===== config.mk =====
export PLATFORM = sky130hd
export DESIGN_NAME = alu_req_arbiter
export DESIGN_NICKNAME = d
export VERILOG_FILES = /design/src/rtl/alu_req_arbiter.sv
export SDC_FILE = /design/constraint.sdc
export NUM_CORES = 1
export LEC_CHECK = 0
export BUFFER_PORTS_ARGS = -buffer_cell sky130_fd_sc_hd__buf_2
export CORE_AREA = 2 2 167 169
export DETAILED_ROUTE_END_ITERATION = 16
export DIE_AREA = 0 0 169 171
export HOLD_SLACK_MARGIN = 0.08
export SLEW_MARGIN = 20
export SYNTH_ARGS = -nofsm -noshare
export SYNTH_HDL_FRONTEND = slang
export SYNTH_SLANG_ARGS = --single-unit

===== constraint.sdc =====
create_clock -name clk -period 5.2 [get_ports clk]
set_clock_uncertainty 0.05 [all_clocks]
set_input_delay 1.04 -clock clk [delete_from_list [all_inputs] [get_ports clk]]
set_output_delay 1.04 -clock clk [all_outputs]
set_load 0.1 [all_outputs]

===== src/rtl/alu_req_arbiter.sv =====
// alu_req_arbiter: shares one fully pipelined, fixed-latency ALU between
// NUM_REQ requesters.
//   - Round-robin grant (combinational req_ready); the search starts just
//     after the last granted requester.
//   - The granted operation is registered onto the alu_* issue port.
//   - A tag pipeline (valid + owner) follows each operation through the ALU.
//     Its last stage lines up with the cycle in which alu_result is valid.
//   - The result/flags come back as a one-cycle one-hot rsp_valid pulse.
//
// Ports:
//   clk, rst_n         clock (rising edge), async active-low reset
//   arb_en             0 = no new grants; in-flight operations still drain
//   req_valid/ready    per-requester handshake; req_ready is one-hot
//   req_opcode/a/b/signed  per-requester operation, slice i = requester i
//   alu_valid/opcode/a/b/signed  registered issue port to the ALU
//   alu_result/flags   ALU output, ALU_LATENCY cycles after alu_valid;
//                      flags are {zero, carry, overflow, negative}
//   rsp_valid          one-hot response pulse; rsp_result/rsp_flags shared
//   busy               registered; high while any operation is in flight
//
// Optional build macro ALU_ARB_STATS_EN adds:
//   stat_clr           synchronous clear of all grant counters
//   stat_grants        one 16-bit saturating grant counter per requester
module alu_req_arbiter #(
  parameter int WIDTH       = 32,
  parameter int NUM_REQ     = 4,
  parameter int ALU_LATENCY = 2,
  parameter int OPCODE_W    = 4
) (
  input  logic                               clk,
  input  logic                               rst_n,
  input  logic                               arb_en,
  input  logic [NUM_REQ-1:0]                 req_valid,
  output logic [NUM_REQ-1:0]                 req_ready,
  input  logic [NUM_REQ-1:0][OPCODE_W-1:0]   req_opcode,
  input  logic [NUM_REQ-1:0][WIDTH-1:0]      req_a,
  input  logic [NUM_REQ-1:0][WIDTH-1:0]      req_b,
  input  logic [NUM_REQ-1:0]                 req_signed,
  output logic                               alu_valid,
  output logic [OPCODE_W-1:0]                alu_opcode,
  output logic [WIDTH-1:0]                   alu_a,
  output logic [WIDTH-1:0]                   alu_b,
  output logic                               alu_signed,
  input  logic [WIDTH-1:0]                   alu_result,
  input  logic [3:0]                         alu_flags,
  output logic [NUM_REQ-1:0]                 rsp_valid,
  output logic [WIDTH-1:0]                   rsp_result,
  output logic [3:0]                         rsp_flags,
  output logic                               busy
`ifdef ALU_ARB_STATS_EN
  ,
  input  logic                               stat_clr,
  output logic [NUM_REQ-1:0][15:0]           stat_grants
`endif
);

  localparam int IDX_W  = (NUM_REQ > 1) ? $clog2(NUM_REQ) : 1;
  localparam int STAGES = ALU_LATENCY;

  typedef struct packed {
    logic [OPCODE_W-1:0] opcode;
    logic [WIDTH-1:0]    a;
    logic [WIDTH-1:0]    b;
    logic                sgn;
  } alu_req_t;

  logic [IDX_W-1:0]             ptr;
  logic [IDX_W-1:0]             gidx;
  logic                         hs;
  alu_req_t                     sel_req;
  alu_req_t                     issue_q;
  logic [STAGES:0]              vld_pipe;
  logic [STAGES:0][IDX_W-1:0]   own_pipe;
  logic [NUM_REQ-1:0]           rsp_nxt;

  // Round-robin search from ptr+1, wrapping. req_ready is forced low while
  // reset is asserted so every output reads 0 during reset.
  always_comb begin
    req_ready = '0;
    gidx      = ptr;
    hs        = 1'b0;
    for (int k = 1; k <= NUM_REQ; k++) begin
      if (!hs && req_valid[(int'(ptr) + k) % NUM_REQ]) begin
        hs   = 1'b1;
        gidx = IDX_W'((int'(ptr) + k) % NUM_REQ);
      end
    end
    if (!(arb_en && rst_n)) hs = 1'b0;
    if (hs) req_ready[gidx] = 1'b1;
  end

  assign sel_req = {req_opcode[gidx], req_a[gidx], req_b[gidx], req_signed[gidx]};

  assign alu_opcode = issue_q.opcode;
  assign alu_a      = issue_q.a;
  assign alu_b      = issue_q.b;
  assign alu_signed = issue_q.sgn;

  // Owner of the operation whose result is on alu_result this cycle.
  always_comb begin
    rsp_nxt = '0;
    if (vld_pipe[STAGES]) rsp_nxt[own_pipe[STAGES]] = 1'b1;
  end

  always_ff @(posedge clk or negedge rst_n) begin
    if (!rst_n) begin
      ptr        <= IDX_W'(NUM_REQ - 1);
      alu_valid  <= 1'b0;
      issue_q    <= '0;
      vld_pipe   <= '0;
      own_pipe   <= '0;
      rsp_valid  <= '0;
      rsp_result <= '0;
      rsp_flags  <= '0;
      busy       <= 1'b0;
    end else begin
      alu_valid <= hs;
      if (hs) begin
        ptr     <= gidx;
        issue_q <= sel_req;
      end
      vld_pipe[0] <= hs;
      own_pipe[0] <= gidx;
      for (int k = 1; k <= STAGES; k++) begin
        vld_pipe[k] <= vld_pipe[k-1];
        own_pipe[k] <= own_pipe[k-1];
      end
      rsp_valid <= rsp_nxt;
      if (vld_pipe[STAGES]) begin
        rsp_result <= alu_result;
        rsp_flags  <= alu_flags;
      end
      // Next-cycle view: a new issue, any stage still shifting, or an entry
      // leaving the last stage (which becomes next cycle's rsp_valid).
      busy <= hs | (|vld_pipe);
    end
  end

`ifdef ALU_ARB_STATS_EN
  for (genvar i = 0; i < NUM_REQ; i++) begin : g_stat
    always_ff @(posedge clk or negedge rst_n) begin
      if (!rst_n)
        stat_grants[i] <= '0;
      else if (stat_clr)
        stat_grants[i] <= '0;
      else if (req_ready[i] && stat_grants[i] != 16'hFFFF)
        stat_grants[i] <= stat_grants[i] + 16'd1;
    end
  end
`endif

endmodule


==> results.json, run 1 <==
{
  "maxCapViolCount": 0,
  "cts_htree_levels": 4,
  "fp.dieH_um": 171,
  "coreArea_um2": 27300,
  "synth_fa_ha_area_share_pct": 0,
  "track_usage_pct": 13.8,
  "clk_latency_ns": 0.41,
  "r2r-start": "ptr[0]",
  "hold_buffers": 0,
  "via_per_inst": 4.49,
  "synthMuxAreaShare_pct": 28.1,
  "clock_path_buffers": 2,
  "whs_endpoint": "own_pipe[3]",
  "antenna_left": 0,
  "required_ns": 4.11,
  "cts.clk_slew.worst_paths_ns": 0.06,
  "min_path_cells": 0,
  "tightest_slew_ns": 1.01,
  "hp-class": "reg -> reg",
  "setup_viol": 0,
  "path_max_fanout": 29,
  "synth_cell_types": 29,
  "synth_nets": 828,
  "antenna_found_initial": 0,
  "drive_gt1_share_pct": 57.7,
  "area_growth_pct": 45.9,
  "worstPathArrival_ns": 2.62,
  "synthSimpleGateAreaFrac_pct": 5.63,
  "port_buffers": 433,
  "powerDensity_nw_per_um2": 619,
  "drc_errors": 0,
  "ys_ff_latch": 121,
  "final_common_cell": "buf_2",
  "dp_hpwl_um": 15300,
  "rsz0062_at_grt": "no",
  "outcome": "completed",
  "synth_compound_area_share_pct": 12.5,
  "grt-ovfl-total": 0,
  "n_fill_cell": 2782,
  "first_iter_violations": 254,
  "yosysWarnings": 0,
  "synth.avg_cell_area_um2": 12.6,
  "cts_resized": 0,
  "hp-start": "own_pipe[1]",
  "post-route-min-period_ns": 3.71,
  "layout_common_cells": "buf_2, mux2i_1, dfrtp_1, nand2_1, o221ai_1",
  "start_kind": "input pin",
  "cts_sinks": 121,
  "gp_congestion": 0.772,
  "dr.pass1.iters": 4,
  "rrSetupSlack_ns": 1.99,
  "setup_tns_ns": 0,
  "vias": 5779,
  "root_buffer": "clkbuf_16",
  "grt_pass1_wl_um": 30800,
  "seq_area_frac_synth_pct": 47.3,
  "endpoint_kind": "output port",
  "final_hold_viol_count": 0,
  "finalMaxSlewViolations": 0,
  "r2r-end": "alu_b[11]",
  "dieArea_um2": 28900,
  "grt_pass1_vias": 5697,
  "ios": 434,
  "fmax_mhz": 270,
  "fin_crit_sh_pct": 71.3,
  "netlist_instances": 509,
  "start_util_pct": 23.4,
  "ir_drop_mv": 0.384,
  "drt-wirelength-per-cell_um": 16.3,
  "leakage_nw": 4.97,
  "core.rowCount": 61,
  "path_class": "in -> out",
  "rr_worst_depth": 7,
  "synth_top_family_by_area": "multiplexers",
  "num-nets-final": 1246,
  "grt_max_degree": 73,
  "slew_headroom_pct": 32.4,
  "die_w_um": 169,
  "synth_xor_area_share_pct": 0,
  "synth_area_um2": 6400,
  "fin_area_um2": 9340,
  "placed_area_um2": 8710,
  "cts_buffers": 17,
  "wl_um": 21000,
  "cts_tree": "built",
  "antennaDiodeCount": 0,
  "cts_setup_buffers": 0
}
worst max-delay path by stage:
| stage | startpoint | endpoint | slack (ns) | depth (start not counted) |
|---|---|---|---|---|
| after floorplan | req_valid[1] | req_ready[0] | 0.92 | 8 |
| after global placement | req_valid[3] | req_ready[2] | 1.45 | 7 |
| after detailed placement | req_valid[1] | alu_b[3] | 1.45 | 8 |
| after CTS | req_valid[3] | req_ready[3] | 1.47 | 7 |
| after global routing | req_valid[1] | req_ready[2] | 1.31 | 6 |
| final | req_valid[3] | req_ready[2] | 1.49 | 7 |
per-layer routing:
metal	vias up	GRT usage, %	wire [µm]
met5	-	0	0
met4	0	3.98	250
met3	15	3.38	1550
met2	309	24.0	10400
met1	2700	17.0	8770
li1	2755	-	-
cell type report:
class,count,area [µm²],share of cell area (%)
sequential,121,3030,32.5
multi-input combinational,341,2990,32.0
timing repair buffer,442,2240,24.0
tap,346,433,4.64
clock buffer,17,425,4.56
clock inverter,15,203,2.17
inverter,4,15.0,0.161
synth_stat cells:
library cell  instances  area share [%]
buf_8                 1            0.23
clkbuf_1             11            0.65
nor2_1                7            0.41
a21oi_1               1           0.078
mux2i_1             139              22
o21ai_1               2            0.16
a31o_1                1            0.14
buf_12                8             2.5
nand2b_1              3            0.29
nor3b_1               1            0.12
bufbuf_8              5             1.5
a221oi_2              1            0.23
buf_2                10            0.78
dfrtp_1             119              47
and3_1                1           0.098
clkbuf_4              1            0.12
dfstp_2               2            0.82
o221ai_1             47             6.4
inv_2                 2            0.12
mux2_2               36             6.3
nand2_1              76             4.5
buf_1                 5            0.29
nand2b_2              1            0.14
inv_1                 2            0.12
o21ai_2               1            0.14
or4_1                 1            0.12
o21a_1                1            0.12
o221ai_2             22             5.2
buf_4                 2            0.23
flip-flops by register name, summed over array words and instances (netlist names), 2 cells and up:
name and cells:
alu_a 32, alu_b 32, rsp_result 32, own_pipe 6
alu_opcode 4, rsp_flags 4, rsp_valid 4, vld_pipe 3
ptr 2
per-stage QoR:
| stage | worst slack [ns] | hold slack, ns | utilization, % | power [mW] | std cells |
|---|---|---|---|---|---|
| global placement | 1.45 | 0.294 | 31.9 | 4.51 | 1254 |
| CTS | 1.47 | 0.306 | 34.2 | 5.85 | 1286 |
| detailed placement | 1.45 | 0.290 | 31.9 | 4.53 | 1254 |
| floorplan | 0.925 | 0.281 | - | 4.05 | 509 |
| finish | 1.49 | 0.303 | 34.2 | 5.78 | 1286 |
| global route | 1.31 | 0.314 | 34.2 | 6.05 | 1286 |
power breakdown:
part,leakage [nW],internal (mW),switching (mW)
logic,3.19,0.670,2.47
clock network,0.303,0.777,0.511
registers,1.47,1.21,0.145
total,4.97,2.65,3.13
worst max-delay path, cell delays in order:
cell and delay (ns):
buf_2 0.12, nand2b_2 0.07, o21a_1 0.10, mux2i_1 0.31
nand2_4 0.35, nor2_1 0.17, buf_2 0.44
logic make-up (layout without fill, tap and decap cells):
logic type,count (synthesis),in the layout
AND/OR/NAND/NOR,90,90
multiplexers,175,175
AO/OA/AOI/OAI,76,76
flip-flops,121,121
buffers and inverters,47,478
(Power assumes the default switching activity.)
==> run 2: changes to the inputs <==
CORE_AREA = 2 2 168 170   (was 2 2 167 169)
DIE_AREA = 0 0 170 172   (was 0 0 169 171)
clock period = 3.3 ns   (was 5.2 ns; I/O delays follow)
==> results.json, run 2 (synthesized netlist as in run 1, its figures left out) <==
{
  "fin_cells": 1287,
  "grt_max_degree": 85,
  "r2r-end": "alu_b[6]",
  "cts_sinks": 121,
  "fp.dieH_um": 172,
  "dp.cells": 1255,
  "hold_buffers": 0,
  "track_usage_pct": 13.4,
  "start_util_pct": 23.3,
  "maxCapViolCount": 0,
  "core.rowCount": 61,
  "cts_resized": 0,
  "tightest_slew_ns": 0.877,
  "grt_pass1_wl_um": 29900,
  "p_switching_mw": 4.95,
  "dieArea_um2": 29200,
  "cts_buffers": 17,
  "hp-class": "reg -> reg",
  "first_iter_violations": 237,
  "rr_worst_depth": 6,
  "critical_path.max_stage_delay_ns": 0.58,
  "ir_drop_mv": 0.833,
  "outcome": "completed",
  "die_w_um": 170,
  "path_class": "reg -> out",
  "setup_viol": 0,
  "switching_share_pct": 55.5,
  "drive_gt1_share_pct": 57.7,
  "root_buffer": "clkbuf_16",
  "cts.clk_slew.worst_paths_ns": 0.06,
  "num-nets-final": 1247,
  "cpMaxStageDelayCell": "dfstp_2",
  "area_growth_pct": 45.8,
  "hp-start": "own_pipe[0]",
  "min_path_cells": 0,
  "p_clk_share_pct": 20.7,
  "worstPathArrival_ns": 2.32,
  "post-route-min-period_ns": 3.03,
  "intPower_mw": 3.98,
  "dp_hpwl_um": 15500,
  "port_buffers": 433,
  "endpoint_kind": "output port",
  "drt-wirelength-per-cell_um": 15.9,
  "fmax_mhz": 330,
  "layout_common_cells": "buf_2, mux2i_1, dfrtp_1, nand2_1, o221ai_1",
  "final_hold_viol_count": 0,
  "slew_headroom_pct": 41.5,
  "powerDensity_nw_per_um2": 957,
  "grt_pass1_vias": 5671,
  "rsz0062_at_grt": "no",
  "path_max_fanout": 5,
  "leakage_nw": 4.96,
  "clk_latency_ns": 0.41,
  "dr.pass1.iters": 5,
  "start_kind": "flop",
  "p_total_mw": 8.93,
  "antennaDiodeCount": 0,
  "cts_setup_buffers": 0,
  "clock_path_buffers": 2,
  "vias": 5748,
  "cts_htree_levels": 4,
  "ios": 434,
  "whs_endpoint": "own_pipe[2]",
  "final_common_cell": "buf_2",
  "gp_congestion": 0.763,
  "grt-ovfl-total": 0,
  "setup_tns_ns": 0,
  "rrSetupSlack_ns": 0.75,
  "cts_tree": "built",
  "antenna_found_initial": 0,
  "wl_um": 20500,
  "required_ns": 2.59,
  "crit_start": "ptr[0]",
  "crit_chain": "nand2b_2 -> o21ai_2 -> a221oi_4 -> inv_2 -> nor2_1 -> buf_2",
  "p_seq_share_pct": 23.9,
  "p_comb_share_pct": 55.4,
  "antenna_left": 0,
  "finalMaxSlewViolations": 0,
  "drc_errors": 0,
  "coreArea_um2": 27500,
  "via_per_inst": 4.47,
  "r2r-start": "ptr[0]",
  "fin_crit_sh_pct": 91.8
}
-- run 2: routing by layer --
metal	share of wire (%)	GRT usage (%)	wire [µm]
met1	40	15.6	8290
met2	51	23.9	10400
met3	7.3	3.46	1500
met4	1.3	4.35	272
met5	0	0	0
-- run 2: how the worst max path moves through the flow --
stage / cells after the start / end
6_report: 6 / req_ready[0]
2_1_floorplan: 8 / req_ready[0]
3_5_place_dp: 7 / req_ready[0]
4_1_cts: 6 / req_ready[0]
3_3_place_gp: 7 / req_ready[0]
5_1_grt: 6 / req_ready[0]
-- run 2: final cells by class --
| type | count | area (µm²) |
|---|---|---|
| clock buffer | 17 | 425 |
| clock inverter | 15 | 151 |
| multi-input combinational | 341 | 2990 |
| fill | 2827 | 18100 |
| inverter | 4 | 15.0 |
| timing repair buffer | 443 | 2290 |
| tap | 346 | 433 |
| sequential | 121 | 3030 |
-- run 2: metrics by stage --
step | util [%] | instance area (µm²) | setup slack, ns | hold WS [ns]
after CTS | 34.0 | 9330 | 0.230 | 0.316
after detailed placement | 31.9 | 8760 | 0.498 | 0.302
after global placement | 31.9 | 8760 | 0.534 | 0.290
after floorplan | - | 6400 | -0.215 | 0.281
after global routing | 34.0 | 9330 | 0.125 | 0.330
final | 34.0 | 9330 | 0.272 | 0.312
-- run 2: power by group through the flow --
stage	Clock (mW)	Combinational, mW	Sequential (mW)
floorplan	0	1.45	4.94
global placement	0	4.96	2.16
detailed placement	0	4.99	2.16
CTS	1.93	4.99	2.14
global route	2.01	5.16	2.19
finish	1.84	4.95	2.14
-- run 2: worst max-delay path, delay by kind of cell, from the launching register on --
family	cells	cell delay (ns)
compound gates	2	0.53
buf+inv	2	0.52
flops	1	0.58
simple gates	2	0.26
==> run 3: changes to the inputs <==
ABC_AREA = 1   (was default)
CORE_AREA = 2 2 167 169   (was 2 2 168 170)
DIE_AREA = 0 0 169 171   (was 0 0 170 172)
==> results.json, run 3 <==
{
  "core.rowCount": 61,
  "drc_errors": 0,
  "synth.avg_cell_area_um2": 7.03,
  "r2r-end": "alu_a[20]",
  "via_per_inst": 4.83,
  "required_ns": 2.59,
  "r2r-start": "ptr[0]",
  "drt-wirelength-per-cell_um": 17.3,
  "final_hold_viol_count": 0,
  "synthMuxAreaShare_pct": 0,
  "post-route-min-period_ns": 3.12,
  "rrSetupSlack_ns": 0.60,
  "outcome": "completed",
  "maxCapViolCount": 0,
  "synth_fa_ha_area_share_pct": 0,
  "synth_area_leaders": "dfrtp_1, nand3_1, nand2_1",
  "vias": 8483,
  "min_path_cells": 0,
  "rr_worst_depth": 13,
  "grt_pass1_vias": 7986,
  "num-nets-final": 1713,
  "cts_sinks": 121,
  "gp_congestion": 0.902,
  "cts_buffers": 17,
  "cts_tree": "built",
  "track_usage_pct": 20.3,
  "setup_viol": 0,
  "fp.dieH_um": 171,
  "start_util_pct": 25.8,
  "tightest_slew_ns": 0.887,
  "worstPathArrival_ns": 2.41,
  "path_max_fanout": 9,
  "rsz0062_at_grt": "no",
  "grt_pass1_wl_um": 45300,
  "synth_xor_area_share_pct": 0,
  "fmax_mhz": 320,
  "synthArstFlopShare_pct": 100,
  "dieArea_um2": 28900,
  "synth_ff_type": "dfrtp_1",
  "cts.clk_slew.worst_paths_ns": 0.07,
  "final_common_cell": "buf_2",
  "dr.pass1.iters": 6,
  "hp-start": "own_pipe[3]",
  "synthSimpleGateAreaFrac_pct": 50.1,
  "fin_crit_sh_pct": 94.7,
  "drive_gt1_share_pct": 36.6,
  "synth_edf_count": 0,
  "whs_endpoint": "own_pipe[5]",
  "path_class": "reg -> out",
  "slew_headroom_pct": 40.8,
  "cts_htree_levels": 4,
  "die_w_um": 169,
  "antenna_found_initial": 4,
  "root_buffer": "clkbuf_16",
  "ios": 434,
  "hold_buffers": 0,
  "yosys.area.top_type": "dfrtp_1",
  "finalMaxSlewViolations": 0,
  "synth_cell_types": 25,
  "yosysWarnings": 0,
  "netlist_instances": 1004,
  "synth_nets": 1323,
  "yosysTopAreaCellShare_pct": 42.2,
  "grt-ovfl-total": 0,
  "final_util_pct": 37.0,
  "dp_hpwl_um": 21800,
  "ys_ff_latch": 121,
  "wl_um": 30400,
  "port_buffers": 433,
  "synth_commonest_cells": "nand2_1, nand3_1, dfrtp_1",
  "grt_max_degree": 122,
  "area_growth_pct": 43.0,
  "antenna_left": 0,
  "start_kind": "flop",
  "clk_latency_ns": 0.42,
  "clock_path_buffers": 2,
  "synth_compound_area_share_pct": 0.337,
  "synth_top_family_by_area": "simple AND/OR/NAND/NOR gates",
  "hp-class": "reg -> reg",
  "yosysMostFrequentCell": "nand2_1",
  "seq_area_frac_synth_pct": 42.9,
  "synth_area_um2": 7060,
  "first_iter_violations": 670,
  "layout_common_cells": "buf_2, nand2_1, nand3_1, dfrtp_1",
  "endpoint_kind": "output port",
  "coreArea_um2": 27300
}
-- run 3: cell count changes after synthesis, moves of 8 or more --
| cell | previous run | this run |
|---|---|---|
| o221ai_1 | 47 | 0 |
| nand2_2 | 0 | 13 |
| o221ai_2 | 22 | 0 |
| buf_2 | 10 | 51 |
| buf_12 | 8 | 0 |
| mux2i_1 | 139 | 0 |
| nand3_1 | 0 | 349 |
| nand2_1 | 76 | 407 |
| mux2_2 | 36 | 0 |
-- run 3: worst max-delay path, cell delays in order (launching register included) --
cell	delay [ns]
dfstp_4	0.69
nand2_1	0.08
and2_1	0.15
o2111ai_1	0.28
nand3_4	0.20
inv_2	0.09
nand2_1	0.08
nor2_1	0.20
buf_12	0.21
-- run 3: how the worst max path moves through the flow --
stage | start | endpoint | slack [ns]
detailed placement | ptr[0] | req_ready[0] | 0.47
global route | ptr[0] | req_ready[0] | 0.01
floorplan | ptr[0] | req_ready[1] | -0.30
finish | ptr[0] | req_ready[3] | 0.18
CTS | ptr[0] | req_ready[0] | 0.01
global placement | ptr[0] | req_ready[0] | 0.54
-- run 3: kinds of logic after synthesis --
family	Yosys count
simple gates	790
compound gates	4
buf+inv	89
flops	121
-- run 3: layer usage --
| metal | vias to the layer above | global-route usage, % | part of all wire, % |
|---|---|---|---|
| li1 | 4105 | - | - |
| met1 | 4010 | 26.4 | 43 |
| met2 | 320 | 33.7 | 49 |
| met3 | 48 | 4.44 | 6.3 |
| met4 | 0 | 6.24 | 2.5 |
| met5 | - | 0 | 0 |
-- run 3: what timing repair did --
item	CTS	global route
buffers inserted	0	2
gates resized for setup	0	2
endpoints found under the setup margin	0	4
-- run 3: area by class of cell --
| cell class | instances | area (µm²) |
|---|---|---|
| fillers | 3001 | 17200 |
| multi-input cells | 794 | 3590 |
| well taps | 346 | 433 |
| diodes | 4 | 10.0 |
| clock buffers | 17 | 425 |
| flip-flops and latches | 121 | 3030 |
| inverters | 8 | 37.5 |
| clock inverters | 15 | 173 |
| repair buffers | 452 | 2400 |
-- run 3: through the flow --
stage                     instances  TNS (ns)  worst slack (ns)  hold slack (ns)  cell area [µm²]
after floorplan                1004    -0.921            -0.301            0.281             7070
after global placement         1719         0             0.535            0.282             9470
after detailed placement       1719         0             0.466            0.286             9470
after CTS                      1751         0            0.0104            0.299            10100
after global routing           1756         0           0.00954            0.302            10100
final                          1757         0             0.175            0.294            10100
Power of run 3 is not shown: default switching activity piles up to over one toggle a cycle in this logic, so the estimate is an artifact.
